<file path="config.mk">
export PLATFORM = sky130hd
export DESIGN_NAME = spm_share_arbiter_flat
export DESIGN_NICKNAME = d
export VERILOG_FILES = /design/src/rtl/spm_share_arbiter_pkg.sv /design/src/rtl/spm_share_arbiter_if.sv /design/src/rtl/spm_share_arbiter_rr_pick.sv /design/src/rtl/spm_share_arbiter.sv /design/src/flat_wrapper.sv
export SDC_FILE = /design/constraint.sdc
export NUM_CORES = 1
export LEC_CHECK = 0
export CORE_ASPECT_RATIO = 1.75
export CORE_MARGIN = 4
export CORE_UTILIZATION = 44
export CTS_CLUSTER_DIAMETER = 100
export DETAILED_ROUTE_END_ITERATION = 6
export GPL_TIMING_DRIVEN = 0
export PLACE_DENSITY = 0.86
export SYNTH_ARGS = -nofsm -noshare
export SYNTH_HDL_FRONTEND = slang
export SYNTH_HIERARCHICAL = 1
export SYNTH_SLANG_ARGS = --single-unit
</file>
<file path="constraint.sdc">
create_clock -name clk -period 9.7 [get_ports clk]
set_input_delay 0.97 -clock clk [delete_from_list [all_inputs] [get_ports clk]]
set_output_delay 0.97 -clock clk [all_outputs]
set_load 0.03 [all_outputs]
</file>
<file path="src/rtl/spm_share_arbiter_pkg.sv">
// Shared types and defaults for the serial-multiplier share arbiter.
// Provides the FSM encoding and a helper for index and counter widths.
package spm_share_arbiter_pkg;

   typedef enum logic [1:0] {
      IDLE = 2'd0,
      LOAD = 2'd1,
      RUN  = 2'd2,
      RESP = 2'd3
   } state_e;

   localparam int N_REQ_DEF   = 4;
   localparam int W_DEF       = 8;
   localparam int TIMEOUT_DEF = 32;

   function automatic int clog2_min1(input int v);
      return (v <= 2) ? 1 : $clog2(v);
   endfunction

endpackage

</file>
<file path="src/rtl/spm_share_arbiter_if.sv">
// Requester-side request/response channels of the share arbiter.
// The master modport is the requester pool, the slave is the arbiter.
interface spm_share_arbiter_if
   import spm_share_arbiter_pkg::*;
#(
   parameter int N_REQ = N_REQ_DEF,
   parameter int W     = W_DEF
);

   logic [N_REQ-1:0]   req_valid;
   logic [N_REQ-1:0]   req_ready;
   logic [N_REQ*W-1:0] req_x;
   logic [N_REQ*W-1:0] req_y;
   logic [N_REQ-1:0]   rsp_valid;
   logic [N_REQ-1:0]   rsp_ready;
   logic [2*W-1:0]     rsp_prod;
   logic               rsp_err;

   modport master (
      output req_valid, req_x, req_y, rsp_ready,
      input  req_ready, rsp_valid, rsp_prod, rsp_err
   );

   modport slave (
      input  req_valid, req_x, req_y, rsp_ready,
      output req_ready, rsp_valid, rsp_prod, rsp_err
   );

endinterface

</file>
<file path="src/rtl/spm_share_arbiter_rr_pick.sv">
// Combinational round-robin picker: first request at or above ptr,
// searching upward and wrapping.
module spm_share_arbiter_rr_pick #(
   parameter int N_REQ = 4,
   parameter int IW    = 2
) (
   input  logic [N_REQ-1:0] req,
   input  logic [IW-1:0]    ptr,
   output logic [N_REQ-1:0] gnt,
   output logic [IW-1:0]    idx,
   output logic             any
);

   int          j;
   logic [IW-1:0] jj;

   always_comb begin
      gnt = '0;
      idx = '0;
      any = 1'b0;
      j   = 0;
      jj  = '0;
      for (int k = 0; k < N_REQ; k++) begin
         j  = (int'(ptr) + k) % N_REQ;
         jj = IW'(j);
         if (!any && req[jj]) begin
            any     = 1'b1;
            idx     = jj;
            gnt[jj] = 1'b1;
         end
      end
   end

endmodule

</file>
<file path="src/rtl/spm_share_arbiter.sv">
// Shares one restart-by-reset serial multiplier among N_REQ requesters,
// with round-robin grant and a watchdog for jobs that never finish.
module spm_share_arbiter
   import spm_share_arbiter_pkg::*;
#(
   parameter int N_REQ   = N_REQ_DEF,
   parameter int W       = W_DEF,
   parameter int TIMEOUT = TIMEOUT_DEF
) (
   input  logic           clk,
   input  logic           rst_n,
   spm_share_arbiter_if.slave bus,
   output logic           mul_rst,
   output logic [W-1:0]   mul_x,
   output logic [W-1:0]   mul_y,
   input  logic [2*W-1:0] mul_prod,
   input  logic           mul_done,
   output logic           busy
);

   localparam int IW = clog2_min1(N_REQ);
   localparam int CW = clog2_min1(TIMEOUT);

   state_e         state_q, state_d;
   logic [IW-1:0]  ptr_q, ptr_d;
   logic [IW-1:0]  own_q, own_d;
   logic [W-1:0]   mx_q, mx_d;
   logic [W-1:0]   my_q, my_d;
   logic [2*W-1:0] prod_q, prod_d;
   logic           err_q, err_d;
   logic [CW-1:0]  cnt_q, cnt_d;

   logic [N_REQ-1:0] gnt;
   logic [IW-1:0]    pick;
   logic             any;
   logic             idle;

   spm_share_arbiter_rr_pick #(
      .N_REQ (N_REQ),
      .IW    (IW)
   ) u_pick (
      .req (bus.req_valid),
      .ptr (ptr_q),
      .gnt (gnt),
      .idx (pick),
      .any (any)
   );

   assign idle = (state_q == IDLE);

   always_comb begin
      state_d = state_q;
      ptr_d   = ptr_q;
      own_d   = own_q;
      mx_d    = mx_q;
      my_d    = my_q;
      prod_d  = prod_q;
      err_d   = err_q;
      cnt_d   = cnt_q;
      unique case (state_q)
         IDLE: begin
            if (any) begin
               own_d   = pick;
               mx_d    = bus.req_x[pick*W +: W];
               my_d    = bus.req_y[pick*W +: W];
               ptr_d   = (pick == IW'(N_REQ-1)) ? '0 : pick + 1'b1;
               state_d = LOAD;
            end
         end
         LOAD: begin
            cnt_d   = '0;
            state_d = RUN;
         end
         RUN: begin
            if (mul_done) begin
               prod_d  = mul_prod;
               err_d   = 1'b0;
               state_d = RESP;
            end else if (cnt_q == CW'(TIMEOUT-1)) begin
               prod_d  = '0;
               err_d   = 1'b1;
               state_d = RESP;
            end else begin
               cnt_d = cnt_q + 1'b1;
            end
         end
         RESP: begin
            if (bus.rsp_ready[own_q]) state_d = IDLE;
         end
         default: state_d = IDLE;
      endcase
   end

   always_ff @(posedge clk or negedge rst_n) begin
      if (!rst_n) begin
         state_q <= IDLE;
         ptr_q   <= '0;
         own_q   <= '0;
         mx_q    <= '0;
         my_q    <= '0;
         prod_q  <= '0;
         err_q   <= 1'b0;
         cnt_q   <= '0;
      end else begin
         state_q <= state_d;
         ptr_q   <= ptr_d;
         own_q   <= own_d;
         mx_q    <= mx_d;
         my_q    <= my_d;
         prod_q  <= prod_d;
         err_q   <= err_d;
         cnt_q   <= cnt_d;
      end
   end

   // Grant is gated by rst_n: state reads IDLE during reset.
   assign bus.req_ready = (idle && rst_n) ? gnt : '0;
   assign bus.rsp_valid = (state_q == RESP)
                        ? ({{(N_REQ-1){1'b0}}, 1'b1} << own_q)
                        : '0;
   assign bus.rsp_prod  = prod_q;
   assign bus.rsp_err   = err_q;
   assign mul_x         = mx_q;
   assign mul_y         = my_q;
   assign mul_rst       = ~rst_n | (state_q == LOAD);
   assign busy          = ~idle;

endmodule

</file>
<file path="src/flat_wrapper.sv">
// flat-port wrapper written by rule: the top's interface ports become plain ports
module spm_share_arbiter_flat import spm_share_arbiter_pkg::*;
#(
   parameter int N_REQ   = N_REQ_DEF,
   parameter int W       = W_DEF,
   parameter int TIMEOUT = TIMEOUT_DEF
)
  (clk, rst_n, mul_rst, mul_x, mul_y, mul_prod, mul_done, busy, bus_req_valid, bus_req_x, bus_req_y, bus_rsp_ready, bus_req_ready, bus_rsp_valid, bus_rsp_prod, bus_rsp_err);
  spm_share_arbiter_if #(.N_REQ(N_REQ), .W(W)) bus_i ();
  input  logic clk;
  input  logic rst_n;
  output logic mul_rst;
  output logic [W-1:0] mul_x;
  output logic [W-1:0] mul_y;
  input  logic [2*W-1:0] mul_prod;
  input  logic mul_done;
  output logic busy;
  input wire logic [$bits(bus_i.req_valid)-1:0] bus_req_valid;
  input wire logic [$bits(bus_i.req_x)-1:0] bus_req_x;
  input wire logic [$bits(bus_i.req_y)-1:0] bus_req_y;
  input wire logic [$bits(bus_i.rsp_ready)-1:0] bus_rsp_ready;
  output wire logic [$bits(bus_i.req_ready)-1:0] bus_req_ready;
  output wire logic [$bits(bus_i.rsp_valid)-1:0] bus_rsp_valid;
  output wire logic [$bits(bus_i.rsp_prod)-1:0] bus_rsp_prod;
  output wire logic [$bits(bus_i.rsp_err)-1:0] bus_rsp_err;
  assign bus_i.req_valid = bus_req_valid;
  assign bus_i.req_x = bus_req_x;
  assign bus_i.req_y = bus_req_y;
  assign bus_i.rsp_ready = bus_rsp_ready;
  assign bus_req_ready = bus_i.req_ready;
  assign bus_rsp_valid = bus_i.rsp_valid;
  assign bus_rsp_prod = bus_i.rsp_prod;
  assign bus_rsp_err = bus_i.rsp_err;
  spm_share_arbiter #(.N_REQ(N_REQ), .W(W), .TIMEOUT(TIMEOUT)) u_core (.clk(clk), .rst_n(rst_n), .bus(bus_i), .mul_rst(mul_rst), .mul_x(mul_x), .mul_y(mul_y), .mul_prod(mul_prod), .mul_done(mul_done), .busy(busy));
endmodule
</file>
==> impl_metrics.ini <==
[setup_path]
crit_family = buffers and inverters
r2r_slack_ps = 6250
path_buf_inv = 3
slowest_stage = clkdlybuf4s50_1
crit_arrival_ps = 3560
worstPathRequired_ps = 8730
crit_top_cell = clkdlybuf4s50_1
critPathKind = in -> out
worstSetupEndpointType = output port
critPathMaxStageDelay_ps = 670
path_max_fanout = 10
startpoint_type = input pin
crit_chain = clkdlybuf4s50_1 > mux4_2 > buf_6 > nor4b_4 > a22oi_1 > o21ai_0 > and3_1 > clkdlybuf4s50_1

[power]
seqPwrFrac_pct = 22.6
power_frac_comb_pct = 67.4
p_int_w = 0.000851
clkPwrFrac_pct = 10.0
ir_drop_v = 0.000239
p_per_area_nw_per_um2 = 337
p_leak_nw = 1.83
p_switching_w = 0.000601
p_sw_share_pct = 41.4

[timing]
final-setup-viol-count = 0
clock-skew-final_ps = 3.80
max_clock_freq_mhz = 221
finalHoldViolCount = 0
fin_crit_ps = 4530
tns_ps = 0
fin_crit_sh_pct = 46.7
rsz0062_at_grt = no
holdWs_ps = 511
slew_headroom_pct = 60.7
slew_violations = 0
worstMarginPinSlew_ps = 590

[yosys]
ys_ff_latch = 44
yosys-top-cells-area = dfrtp_1, mux2_2, mux4_1
synth-xor-area-share_pct = 0.956
synth_mux_area_share_pct = 29.1
synth_top_family_by_area = multiplexers
ys.warnings.count = 6
syn_avg_cell_area_um2 = 13.3
post-synth-top-count-cell = dfrtp_1
synth-simple-area-share_pct = 7.65
yosys.cell_types.count = 37
synth-edff-count = 0
synthArstFlopShare_pct = 100
synth_common_cells = dfrtp_1, mux2_2, a22o_1, ha_1
synth_top_flop_cell = dfrtp_1
syn_inst = 207
synth_top_area_cell = dfrtp_1
postSynthNetCount = 311
synthAdderAreaFrac_pct = 5.92
seq_area_frac_synth_pct = 40.1
synth_top_area_share_pct = 40.1
synth_compound_area_share_pct = 12.1
synth_area_um2 = 2750

[clock_network]
postCtsHoldBufs = 0
cts-root-buf = clkbuf_8
clk_latency_ps = 290
cts_setup_buffers = 0
cts_tree = done
ctsResizeCount = 0
htree_levels = 2
numCtsBuffers = 5
clock_sinks = 44
clk_pin_slew_ps = 90
clockBufferDepth = 2

[grt]
grt_use_total_pct = 19.2
met1_usage_pct = 17.4
grt_pass1_wl_um = 11300
grt_pass1_vias = 2541
globalRouteMet2Util_pct = 38.5
grt_max_degree = 40
antenna_found_initial = 0
grt_most_used_layer = met2
gr-total-overflow = 0
met3_usage_pct = 6.41

[finish]
regArea_um2 = 1100
fin_nets = 452
n_fill_cell = 404
final_util_pct = 72.1
area_growth_pct = 56.7
diodes = 0
drive_gt1_share_pct = 15.2
multi_input_area_um2 = 1530

[floorplan]
fp.dieH_um = 113
core_area_um2 = 5970
rows = 37
initial_utilization_pct = 46.0
die_area_um2 = 7620
die_w_um = 67.7
io_pins = 134

[drt]
drc = 0
antenna_left = 0
post_drt_via_cell_ratio = 5.42
routed_wirelength_um = 7150
dr.pass1.iters = 4
wl_per_cell_um = 16.7
drt-initial-drc-count = 61
vias = 2316

[place]
gp_routability_congestion = 0.849
dp_hpwl_um = 5870
io_buffers = 133

[flow_run]
maxCapViolations = 0

[run_status]
outcome = completed

[hold_path]
hold_path.class = reg -> reg
worst paths after layout:
kind	startpoint	endpoint	cells past startpoint
max in group asynchronous	rst_n	u_core/own_q[1]	2
min reg2reg	u_core/bus.rsp_prod[1]	u_core/bus.rsp_prod[1]	1
min	u_core/bus.rsp_prod[1]	u_core/bus.rsp_prod[1]	1
min in group asynchronous	rst_n	u_core/cnt_q[1]	1
max reg2reg	u_core/ptr_q[0]	u_core/mul_y[0]	11
max	bus_req_valid[2]	bus_req_ready[3]	8
cell usage in the layout, fill, tap and decap left out, drive strengths merged, types with 2 or more instances in the layout:
cell	synthesis	routed
inv	7	8
nand2b	4	4
nor3b	3	3
buf	6	8
mux4	20	20
dfrtp	44	44
ha	13	13
nand2	7	7
a22o	17	17
clkbuf	7	12
nor2	7	7
a21o	2	2
and3	6	6
clkdlybuf4s50	0	132
o31ai	2	2
xnor2	2	2
a22oi	8	8
o211ai	2	2
mux2	25	25
mux2i	3	3
a21oi	2	2
o21ai	8	8
routing by layer:
layer  up-vias  share of wire (%)
met5         -                  0
met4         0               0.66
met3         5                9.7
met2       102                 58
met1      1118                 32
li1       1091                  -
power by group through the flow:
stage                     sequential (W)  combinational, W  clock (W)
after CTS                       0.000328          0.000991   0.000149
after global placement          0.000325          0.000967          0
final                           0.000327          0.000979   0.000145
after detailed placement        0.000331          0.000987          0
after floorplan                 0.000453          0.000555          0
after global routing            0.000339           0.00105   0.000156
worst reg2reg max path, cell delays in order, from the launching register on:
cell	delay, ps
dfrtp_1	430
buf_6	170
inv_1	80
ha_1	360
mux4_2	320
buf_6	160
o311ai_0	340
a32o_1	200
clkbuf_1	320
buf_2	330
mux4_2	350
mux2_2	280
sequential cells by signal, indices dropped and copies added, names as in the netlist:
register and flops:
u_core/own_q 2, u_core/ptr_q 2, u_core/mul_y 8, u_core/bus.rsp_prod 16, u_core/cnt_q 5, u_core/mul_x 8
u_core/bus.rsp_err 1, u_core/state_q 2
per-stage QoR:
step                      instance area [um2]  setup WS [ps]  power (W)  std cells
after floorplan                          2750           6330    0.00101        207
after global placement                   4180           4730    0.00129        418
after detailed placement                 4190           5170    0.00132        419
after CTS                                4310           5170    0.00147        427
after global routing                     4310           5070    0.00154        427
final                                    4310           5170    0.00145        427
final cells by class:
type                       count  area share, %
multi-input combinational    143           35.5
timing repair buffer         134           31.3
sequential                    44           25.6
tap                           78           2.27
buffer                        13           2.09
clock buffer                   5           1.60
clock inverter                 3           1.07
inverter                       7          0.610
cells by family after synthesis:
logic type                 count (synthesis)
and+or+nand+nor                           35
DFF                                       44
adders and majority gates                 13
xor gates and xnor gates                   3
AOI/OAI and AO/OA                         44
muxes                                     48
buffers and inverters                     20
Note: power is estimated with default switching activity, not from simulation.
